==> config.mk <==
export PLATFORM = sky130hd
export DESIGN_NAME = stopwatch_ctrl
export DESIGN_NICKNAME = d
export VERILOG_FILES = /design/src/rtl/stopwatch_ctrl_pkg.sv /design/src/rtl/btn_debounce.sv /design/src/rtl/stopwatch_ctrl.sv
export SDC_FILE = /design/constraint.sdc
export NUM_CORES = 1
export LEC_CHECK = 0
export ABC_CLOCK_PERIOD_IN_PS = 4500
export BUFFER_PORTS_ARGS = -buffer_cell sky130_fd_sc_hd__clkbuf_2
export CAP_MARGIN = 20
export CORE_MARGIN = 2
export CORE_UTILIZATION = 65
export CTS_BUF_LIST = sky130_fd_sc_hd__clkbuf_4
export DETAILED_ROUTE_END_ITERATION = 10
export GPL_TIMING_DRIVEN = 0
export PLACE_DENSITY = 0.94
export SLEW_MARGIN = 10
export SYNTH_ARGS = -nofsm -noshare
export SYNTH_HDL_FRONTEND = slang
export SYNTH_HIERARCHICAL = 1
export SYNTH_SLANG_ARGS = --single-unit
==> constraint.sdc <==
create_clock -name clk -period 4.5 [get_ports clk]
set_clock_uncertainty 0.1 [all_clocks]
set_input_delay 0.675 -clock clk [delete_from_list [all_inputs] [get_ports clk]]
set_output_delay 0.675 -clock clk [all_outputs]
set_load 0.03 [all_outputs]
==> src/rtl/stopwatch_ctrl_pkg.sv <==
// Shared stopwatch definitions: FSM state encodings, state width and a counter-width helper.
// Also used by the digit counters and display logic.
package stopwatch_ctrl_pkg;

  localparam int unsigned StateW = 2;

  typedef enum logic [StateW-1:0] {
    StIdle    = 2'b00,
    StRun     = 2'b01,
    StPause   = 2'b10,
    StIllegal = 2'b11
  } sw_state_e;

  // Width for a counter that must hold values up to n-1; never less than one bit.
  function automatic int unsigned cnt_width(input int unsigned n);
    return (n < 2) ? 1 : $clog2(n);
  endfunction

endpackage

==> src/rtl/btn_debounce.sv <==
// Button debouncer: 2-FF synchroniser, stability counter and a registered rising-edge
// press pulse. Releases never pulse.
module btn_debounce
  import stopwatch_ctrl_pkg::*;
#(
  parameter int unsigned DEBOUNCE_CYCLES = 16
) (
  input  logic clk,
  input  logic reset,
  input  logic raw,
  output logic level,
  output logic press
);

  localparam int unsigned CntW = cnt_width(DEBOUNCE_CYCLES + 1);
  localparam logic [CntW-1:0] CntMax = CntW'(DEBOUNCE_CYCLES);

  logic            sync1_q, sync2_q;
  logic            stable_q, stable_d;
  logic            prev_q, press_q;
  logic [CntW-1:0] cnt_q, cnt_d;

  // The counter reaching its terminal value on this edge commits the new level.
  always_comb begin
    stable_d = stable_q;
    cnt_d    = '0;
    if (sync2_q != stable_q) begin
      cnt_d = cnt_q + 1'b1;
      if (cnt_d == CntMax) stable_d = sync2_q;
    end
  end

  always_ff @(posedge clk or negedge reset) begin
    if (!reset) begin
      sync1_q  <= 1'b0;
      sync2_q  <= 1'b0;
      stable_q <= 1'b0;
      cnt_q    <= '0;
      prev_q   <= 1'b0;
      press_q  <= 1'b0;
    end else begin
      sync1_q  <= raw;
      sync2_q  <= sync1_q;
      stable_q <= stable_d;
      cnt_q    <= cnt_d;
      prev_q   <= stable_q;
      press_q  <= stable_q & ~prev_q;
    end
  end

  assign level = stable_q;
  assign press = press_q;

endmodule

==> src/rtl/stopwatch_ctrl.sv <==
// Stopwatch front-end: debounced start/stop and clear buttons, IDLE/RUN/PAUSE FSM and
// a count-enable prescaler for the downstream digit counters.
module stopwatch_ctrl
  import stopwatch_ctrl_pkg::*;
#(
  parameter int unsigned DEBOUNCE_CYCLES = 16,
  parameter int unsigned TICK_DIV        = 10
) (
  input  logic              clk,
  input  logic              reset,
  input  logic              btn_ss,
  input  logic              btn_clr,
  output logic              start_resume,
  output logic              stop,
  output logic              cnt_reset,
  output logic              tick,
  output logic [StateW-1:0] state
);

  localparam int unsigned PreW = cnt_width(TICK_DIV);
  localparam logic [PreW-1:0] PreMax = PreW'(TICK_DIV - 1);

  logic ss_press, clr_press;
  logic unused_ss_level, unused_clr_level;

  btn_debounce #(
    .DEBOUNCE_CYCLES(DEBOUNCE_CYCLES)
  ) u_deb_ss (
    .clk  (clk),
    .reset(reset),
    .raw  (btn_ss),
    .level(unused_ss_level),
    .press(ss_press)
  );

  btn_debounce #(
    .DEBOUNCE_CYCLES(DEBOUNCE_CYCLES)
  ) u_deb_clr (
    .clk  (clk),
    .reset(reset),
    .raw  (btn_clr),
    .level(unused_clr_level),
    .press(clr_press)
  );

  sw_state_e       state_q, state_d;
  logic            clr_d, tick_d;
  logic [PreW-1:0] presc_q, presc_d;
  logic            start_resume_q, stop_q, cnt_reset_q, tick_q;

  // In RUN start/stop has priority; elsewhere clear has priority.
  always_comb begin
    state_d = state_q;
    clr_d   = 1'b0;
    case (state_q)
      StIdle: begin
        if (clr_press)     clr_d = 1'b1;
        else if (ss_press) state_d = StRun;
      end
      StRun: begin
        if (ss_press) state_d = StPause;
      end
      StPause: begin
        if (clr_press) begin
          state_d = StIdle;
          clr_d   = 1'b1;
        end else if (ss_press) begin
          state_d = StRun;
        end
      end
      default: begin
        state_d = StIdle;
        clr_d   = 1'b1;
      end
    endcase
  end

  // Prescaler advances on every cycle spent in RUN; a tick is suppressed if RUN is leaving.
  always_comb begin
    presc_d = presc_q;
    tick_d  = 1'b0;
    if (clr_d) begin
      presc_d = '0;
    end else if (state_q == StRun) begin
      if (presc_q == PreMax) begin
        presc_d = '0;
        tick_d  = (state_d == StRun);
      end else begin
        presc_d = presc_q + 1'b1;
      end
    end
  end

  always_ff @(posedge clk or negedge reset) begin
    if (!reset) begin
      state_q        <= StIdle;
      presc_q        <= '0;
      start_resume_q <= 1'b0;
      stop_q         <= 1'b0;
      cnt_reset_q    <= 1'b0;
      tick_q         <= 1'b0;
    end else begin
      state_q        <= state_d;
      presc_q        <= presc_d;
      start_resume_q <= (state_d == StRun);
      stop_q         <= (state_d == StPause);
      cnt_reset_q    <= clr_d;
      tick_q         <= tick_d;
    end
  end

  assign start_resume = start_resume_q;
  assign stop         = stop_q;
  assign cnt_reset    = cnt_reset_q;
  assign tick         = tick_q;
  assign state        = state_q;

endmodule

==> summary.md, run 1 <==
| Metric | Value |
|---|---|
| Outcome | complete, no violations |
| # fillers | 122 |
| Core Area | ~1700 um2 |
| Layout area overhead | 10.6% |
| EDFF count, synth | 0 |
| Layout cells sized above 1 | between 10% and 20% |
| Htree depth | 2 |
| Synth area leaders | dfrtp_1 61%, ha_1 6.1%, xnor2_1 3.6%, nand2_1 3.1%, nor2_1 3.1% |
| PortBufs | 9 |
| Part of the cycle the worst path needs | just under 40% |
| Synth Instances | just under 100 |
| Area share of and/or/nand/nor cells after synthesis | 14.6% |
| Slew Viols, Final | 0 |
| RSZ-0062 raised after global routing | false |
| Combinational family with the most area after synthesis | simple AND/OR/NAND/NOR gates |
| Final core utilization | between 70% and 80% |
| Max Clock Freq | about 560 MHz |
| Crit Path Class | register to output pin |
| Clock Tree Buf Depth | 2 |
| Slowest Stage Delay on Critical Path | 0.46 ns |
| Sum of buffers and inverters on the critical path | 1 |
| Synthesized net count | around 110 |
| CTS tree | built |
| WL per Instance | 13.5 um |
| Post-synth top area share | approximately three fifths |
| Critical path peak fanout | 4 |
| Async S/R FF share, synth | 100% |
| WHS Path Cells | 0 |
| CP Capture Type | output pin |
| Worst skew pair latency | ~0.32 ns |
| Vias | around 760 |
| Compound-gate portion of the synthesized area | 5.62% |
| Top cells by count, synth | 30 x dfrtp_1, 10 x nand2_1, 10 x nor2_1 |
| Synth cell types | 25 |
| Pre-CTS setup slack | between 2 and 3 ns |
| Initial Util | 70.1% |
| Crit path time final | ~1.8 ns |
| Synth Cell Area | between 1000 and 1500 um2 |
| R2r worst-path depth | 5 |
| Cell Pwr Density | around 340 nW/um2 |
| Worst Setup Start Kind | register |
| Most numerous cell in the Yosys netlist | dfrtp_1 |
| Die area | approximately 2200 um2 |
| Pre-antenna DRT Iters | 4 |
| Xor/xnor share of the synthesized area | ~6.4% |
| Req. time, crit path | around 3.7 ns |
| Detailed Place HPWL | ~1300 um |
| Largest net degree at the start of global routing | 31 |
| Gr usage total | between 20% and 30% |
| Yosys top cell by area | dfrtp_1 |
| CP arrival | 1.02 ns |
| Mux contribution to synthesized area | under 10% |
| DRT antenna net count | 0 |
| Ant. Diodes | 0 |
| Initial antenna violation count | 0 |
| Vias/cell | between 5 and 6 |
| CP delay by family, top | flip-flops |
| Seq/Total Area, Yosys | 61.3% |
| DRC violation total after the first TritonRoute iteration | 5 |
| Hold Vio Cnt, Final | 0 |
| Average size of a mapped cell | between 10 and 15 um2 |
| # setup viols final | 0 |
| Row Count | 15 |
| NumNets Final | around 130 |
| Yosys reg bits | 30 |
| Clock-pin slew on the worst setup and hold paths | roughly 0.09 ns |
| Setup WS post-layout | approximately 2.7 ns |
| CTS root buffer | clkbuf_4 |
| Post-CTS Resized | 0 |
| IO Count | 10 |
| CTS Sinks | 30 |
| Critical Path Stages | 1 |
| DRC viols | 0 |
| Routability cong. | around 0.7 |
| DIE HEIGHT | 47.4 um |
| Synth Area in Adders | a little over 6% |
| Leading register cell type out of synthesis | dfrtp_1 |
| First-pass GRT wire length | between 3000 and 4000 um |
| Max-slew headroom | 53.1% |
| Setup Buffers After CTS | 0 |
| Worst min path class | register to register |
| Post-Route WL | 1900 um |
| # hold bufs at CTS | 0 |
| Gr ovfl total | 0 |
| # Max-Cap Violations | 0 |
| Synth warn | 6 |
| P_leak | 0.645 nW |
| Placed Cells | approximately 130 |
| Final cell count without fillers | 141 |
| TNS Setup | 0 ns |
| Max rail drop VDD | 0.000262 V |
| Worst-margin pin slew | 0.704 ns |
| Vias in the first global route | 723 |
| DIE WIDTH | 47.4 um |
| Worst path cell trace | clkbuf_2 |
| Slowest CP cell | dfrtp_1 |
| TritonCTS buffer count | 5 |
## logic make-up (layout without fill, tap and decap cells)
| group | after synthesis | count (layout) |
|---|---|---|
| AOI/OAI and AO/OA | 11 | 11 |
| xor gates and xnor gates | 9 | 9 |
| adders and majority gates | 6 | 6 |
| buffers and inverters | 1 | 18 |
| DFF | 30 | 30 |
| muxes | 6 | 6 |
| and+or+nand+nor | 36 | 36 |
## worst paths after layout
path / startpoint / to / slack (ns)
max: state[0] / state[0] / 2.71
min: u_deb_clr/sync1_q / u_deb_clr/sync2_q / 0.26
max reg2reg: u_deb_clr/cnt_q[0] / u_deb_clr/level / 2.78
min reg2reg: u_deb_clr/sync1_q / u_deb_clr/sync2_q / 0.26
max in group asynchronous: reset / u_deb_ss/cnt_q[0] / 3.56
min in group asynchronous: reset / cnt_reset / 0.29
## registers in the layout, indices dropped and copies added, names as in the netlist, 2 cells and up
| register | cells |
|---|---|
| presc_q | 4 |
| u_deb_ss/cnt_q | 5 |
| state | 2 |
| u_deb_clr/cnt_q | 5 |
## stage by stage
stage,hold slack (ns),cell area [um2],total power [W]
after floorplan,0.231,1220,0.000298
after detailed placement,0.235,1300,0.000307
after global routing,0.263,1350,0.000477
after global placement,0.233,1300,0.000306
after CTS,0.257,1350,0.000461
final,0.256,1350,0.000455
## metal layers
| metal | GRT usage [%] | up-vias | wire, um |
|---|---|---|---|
| met5 | 0 | - | 0 |
| met1 | 24.1 | 379 | 829 |
| met3 | 6.15 | 2 | 61 |
| met2 | 33.8 | 15 | 986 |
| met4 | 15.0 | 0 | 21 |
| li1 | - | 366 | - |
## area by class of cell
type,instances,area (um2),area share (%)
Multi-Input combinational cell,68,469,34.7
Sequential cell,30,751,55.5
Timing Repair Buffer,9,45.0,3.33
Tap cell,25,31.3,2.31
Clock buffer,6,45.0,3.33
Clock inverter,2,8.76,0.647
Inverter,1,3.75,0.277
## power by group
part,switching [W],internal (W)
registers,0.00000640,0.000276
clock network,0.0000883,0.0000646
logic,0.0000113,0.00000787
total,0.000106,0.000348
## placed cells by master, fill, tap and decap left out
master	instances
nor2b_1	4
nand3_1	6
nand2_1	10
clkbuf_2	9
o31ai_1	1
xnor2_1	5
a21oi_1	1
nor4_1	1
nand2b_4	1
o2bb2ai_1	1
xor2_1	4
mux2_4	1
clkinv_2	1
a21boi_0	1
nor2_1	10
clkinv_1	1
o211ai_1	1
and3b_1	1
nand3b_1	1
or3_1	2
mux2_2	1
o21ai_0	5
mux2_1	1
mux2i_1	3
clkbuf_4	6
dfrtp_1	30
ha_1	6
o21bai_1	1
inv_1	1
(Power assumes the default switching activity.)
==> run 2: changes to the inputs <==
- ABC_CLOCK_PERIOD_IN_PS: 4500 -> 1500
- CORE_UTILIZATION: 65 -> 54
- PLACE_DENSITY: 0.94 -> 0.84
- clock period: 4.5 -> 1.5 ns (I/O delays scaled with it)
==> run 2 against run 1 <==
Against the previous run: the flow now finishes with violations (negative setup slack); clock power grew to 3.9 times the previous value; flip-flop and latch count is the same; non-clock buffer count grew 9; via count grew 3.3%; wire length shrank 3.2%; worst hold slack is the same; critical endpoint is now u_deb_clr/level; total power grew to 3.4 times the previous value; final cell count grew 7.8%; largest power group unchanged; design area grew 10%; largest cell class unchanged; die area grew 19%.
==> summary.md, run 2 (same netlist as run 1, synthesis figures left out) <==
| Metric | Value |
|---|---|
| Vias in the first global route | between 700 and 800 |
| Ant. Diodes | 0 |
| CTS root buffer | clkbuf_4 |
| Setup WS post-layout | -0.134 ns |
| CTS tree | built |
| Outcome | finished, violations left |
| # fillers | 170 |
| Cell Pwr Density | between 1000 and 1500 nW/um2 |
| PortBufs | 9 |
| Sequential power share | between 50% and 60% |
| IO Count | 10 |
| Layout cells sized above 1 | 23.4% |
| Worst skew pair latency | ~0.32 ns |
| Switch share | a little over a fifth |
| Initial Util | a little under three fifths |
| Worst-margin pin slew | just over 0.7 ns |
| Clock Tree Buf Depth | 2 |
| P_int | ~0.0012 W |
| Hold Vio Cnt, Final | 0 |
| GRT Max-Usage Layer | met2 |
| Dpl cell area | roughly 1300 um2 |
| Clock power share | 38.8% |
| Post-Route WL | 1840 um |
| Vias | between 700 and 800 |
| CTS Sinks | 30 |
| DRC violation total after the first TritonRoute iteration | 1 |
| Row Count | 17 |
| NumNets Final | roughly 130 |
| Layout area overhead | 21.7% |
| DRC viols | 0 |
| Vias/cell | between 5 and 6 |
| Slew Viols, Final | 0 |
| Gr usage total | roughly 17% |
| Total net switching power | between 0.0003 and 0.0004 W |
| Failing checks | negative setup slack |
| WL per Instance | ~12 um |
| Worst min path class | register to register |
| # setup viols final | 1 |
| Pre-antenna DRT Iters | 2 |
| Met3 Track Usage GR | 5.17% |
| DRT antenna net count | 0 |
| Detailed Place HPWL | 1160 um |
| Worst Setup Start Kind | register |
| Die area | between 2000 and 3000 um2 |
| Max-slew headroom | 52.9% |
| # Max-Cap Violations | 0 |
| Crit Path Class | register to register |
| Worst hold slack | 0.256 ns |
| Gr ovfl total | 0 |
| TritonCTS buffer count | 5 |
| Largest regs | u_deb_clr/cnt_q x5, u_deb_ss/cnt_q x5, presc_q x4 |
| Clock-pin slew on the worst setup and hold paths | 0.09 ns |
| Initial antenna violation count | 0 |
| Final Cell Area | ~1500 um2 |
| Max Clock Freq | around 610 MHz |
| Htree depth | 2 |
| Critical path peak fanout | 4 |
| Most frequent cells in the layout | 30 x dfrtp_1, 10 x nor2_1, 10 x nand2_1, 9 x clkbuf_2 |
| CP arrival | about 1.7 ns |
| Largest net degree at the start of global routing | 31 |
| TNS Setup | -0.134 ns |
| Routability cong. | 0.797 |
| P_leak | between 0.6 and 0.7 nW |
| DIE HEIGHT | about 52 um |
| Crit path time final | between 1.5 and 2 ns |
| Comb pwr share | 5.8% |
| Commonest non-fill, non-tap cell in the layout | dfrtp_1 |
| M2 GR Usage | between 20% and 30% |
| Core Area | 2170 um2 |
| CP Capture Type | register |
| RSZ-0062 raised after global routing | true |
| DIE WIDTH | slightly above 50 um |
| Met1 Use GR | between 10% and 20% |
| Req. time, crit path | between 1.5 and 2 ns |
| Max rail drop VDD | 0.000681 V |
| Part of the cycle the worst path needs | 109% |
| First-pass GRT wire length | about 3100 um |
## run 2: cell count changes in the layout (fill, tap and decap cells not counted), sizes merged
cell         change
clkbuf           -1
dlygate4sd3      +3
buf              +6
clkinv           -1
bufinv           +1
## run 2: critical path, cell delays in order (launching register included)
cell      delay [ns]
dfrtp_1         0.43
ha_4            0.19
or3_4           0.32
o31ai_2         0.07
nand3b_1        0.12
mux2_4          0.30
## run 2: power by group through the flow
stage | combinational [W] | clock [W] | sequential, W
floorplan | 0.0000336 | 0 | 0.000860
global placement | 0.0000574 | 0 | 0.000862
detailed placement | 0.0000601 | 0 | 0.000864
CTS | 0.0000804 | 0.000617 | 0.000845
global route | 0.000102 | 0.000636 | 0.000853
finish | 0.0000891 | 0.000596 | 0.000849
## run 2: per-stage QoR
stage	setup WS, ns	total power (W)	utilization, %	instances
2_1_floorplan	-0.0908	0.000894	-	99
3_3_place_gp	-0.131	0.000920	60.2	136
3_5_place_dp	-0.150	0.000924	60.2	136
4_1_cts	-0.108	0.00154	66.6	150
5_1_grt	-0.188	0.00159	68.6	152
6_report	-0.134	0.00153	68.6	152
## run 2: area by class of cell
| class | instances | area, um2 | area share [%] |
|---|---|---|---|
| Sequential cell | 30 | 751 | 50.4 |
| Multi-Input combinational cell | 68 | 508 | 34.1 |
| Timing Repair Buffer | 18 | 120 | 8.07 |
| Clock buffer | 5 | 37.5 | 2.52 |
| Tap cell | 28 | 35.0 | 2.35 |
| Clock inverter | 2 | 33.8 | 2.27 |
| Inverter | 1 | 3.75 | 0.252 |
## run 2: path summary, 6_finish.rpt
path | start | endpoint | slack, ns | depth (start not counted)
max | u_deb_clr/cnt_q[1] | u_deb_clr/level | -0.13 | 5
min | u_deb_clr/sync1_q | u_deb_clr/sync2_q | 0.26 | 0
max reg2reg | u_deb_clr/cnt_q[1] | u_deb_clr/level | -0.13 | 5
min reg2reg | u_deb_clr/sync1_q | u_deb_clr/sync2_q | 0.26 | 0
max in group asynchronous | reset | u_deb_ss/cnt_q[0] | 0.47 | 2
min in group asynchronous | reset | u_deb_ss/cnt_q[3] | 0.38 | 2
## run 2: per-layer routing
| metal | part of all wire, % | vias up |
|---|---|---|
| met4 | 2.2 | 0 |
| met5 | 0 | - |
| met1 | 44 | 377 |
| met2 | 50 | 15 |
| met3 | 3.6 | 5 |
| li1 | - | 390 |
## run 2: repair_timing
item	4_1_cts	5_1_grt
gates cloned	0	0
pin swaps	2	4
gates resized for setup	2	4
hold endpoints to repair	32	0
hold buffers	3	0
endpoints found under the setup margin	2	2
setup buffers	4	2
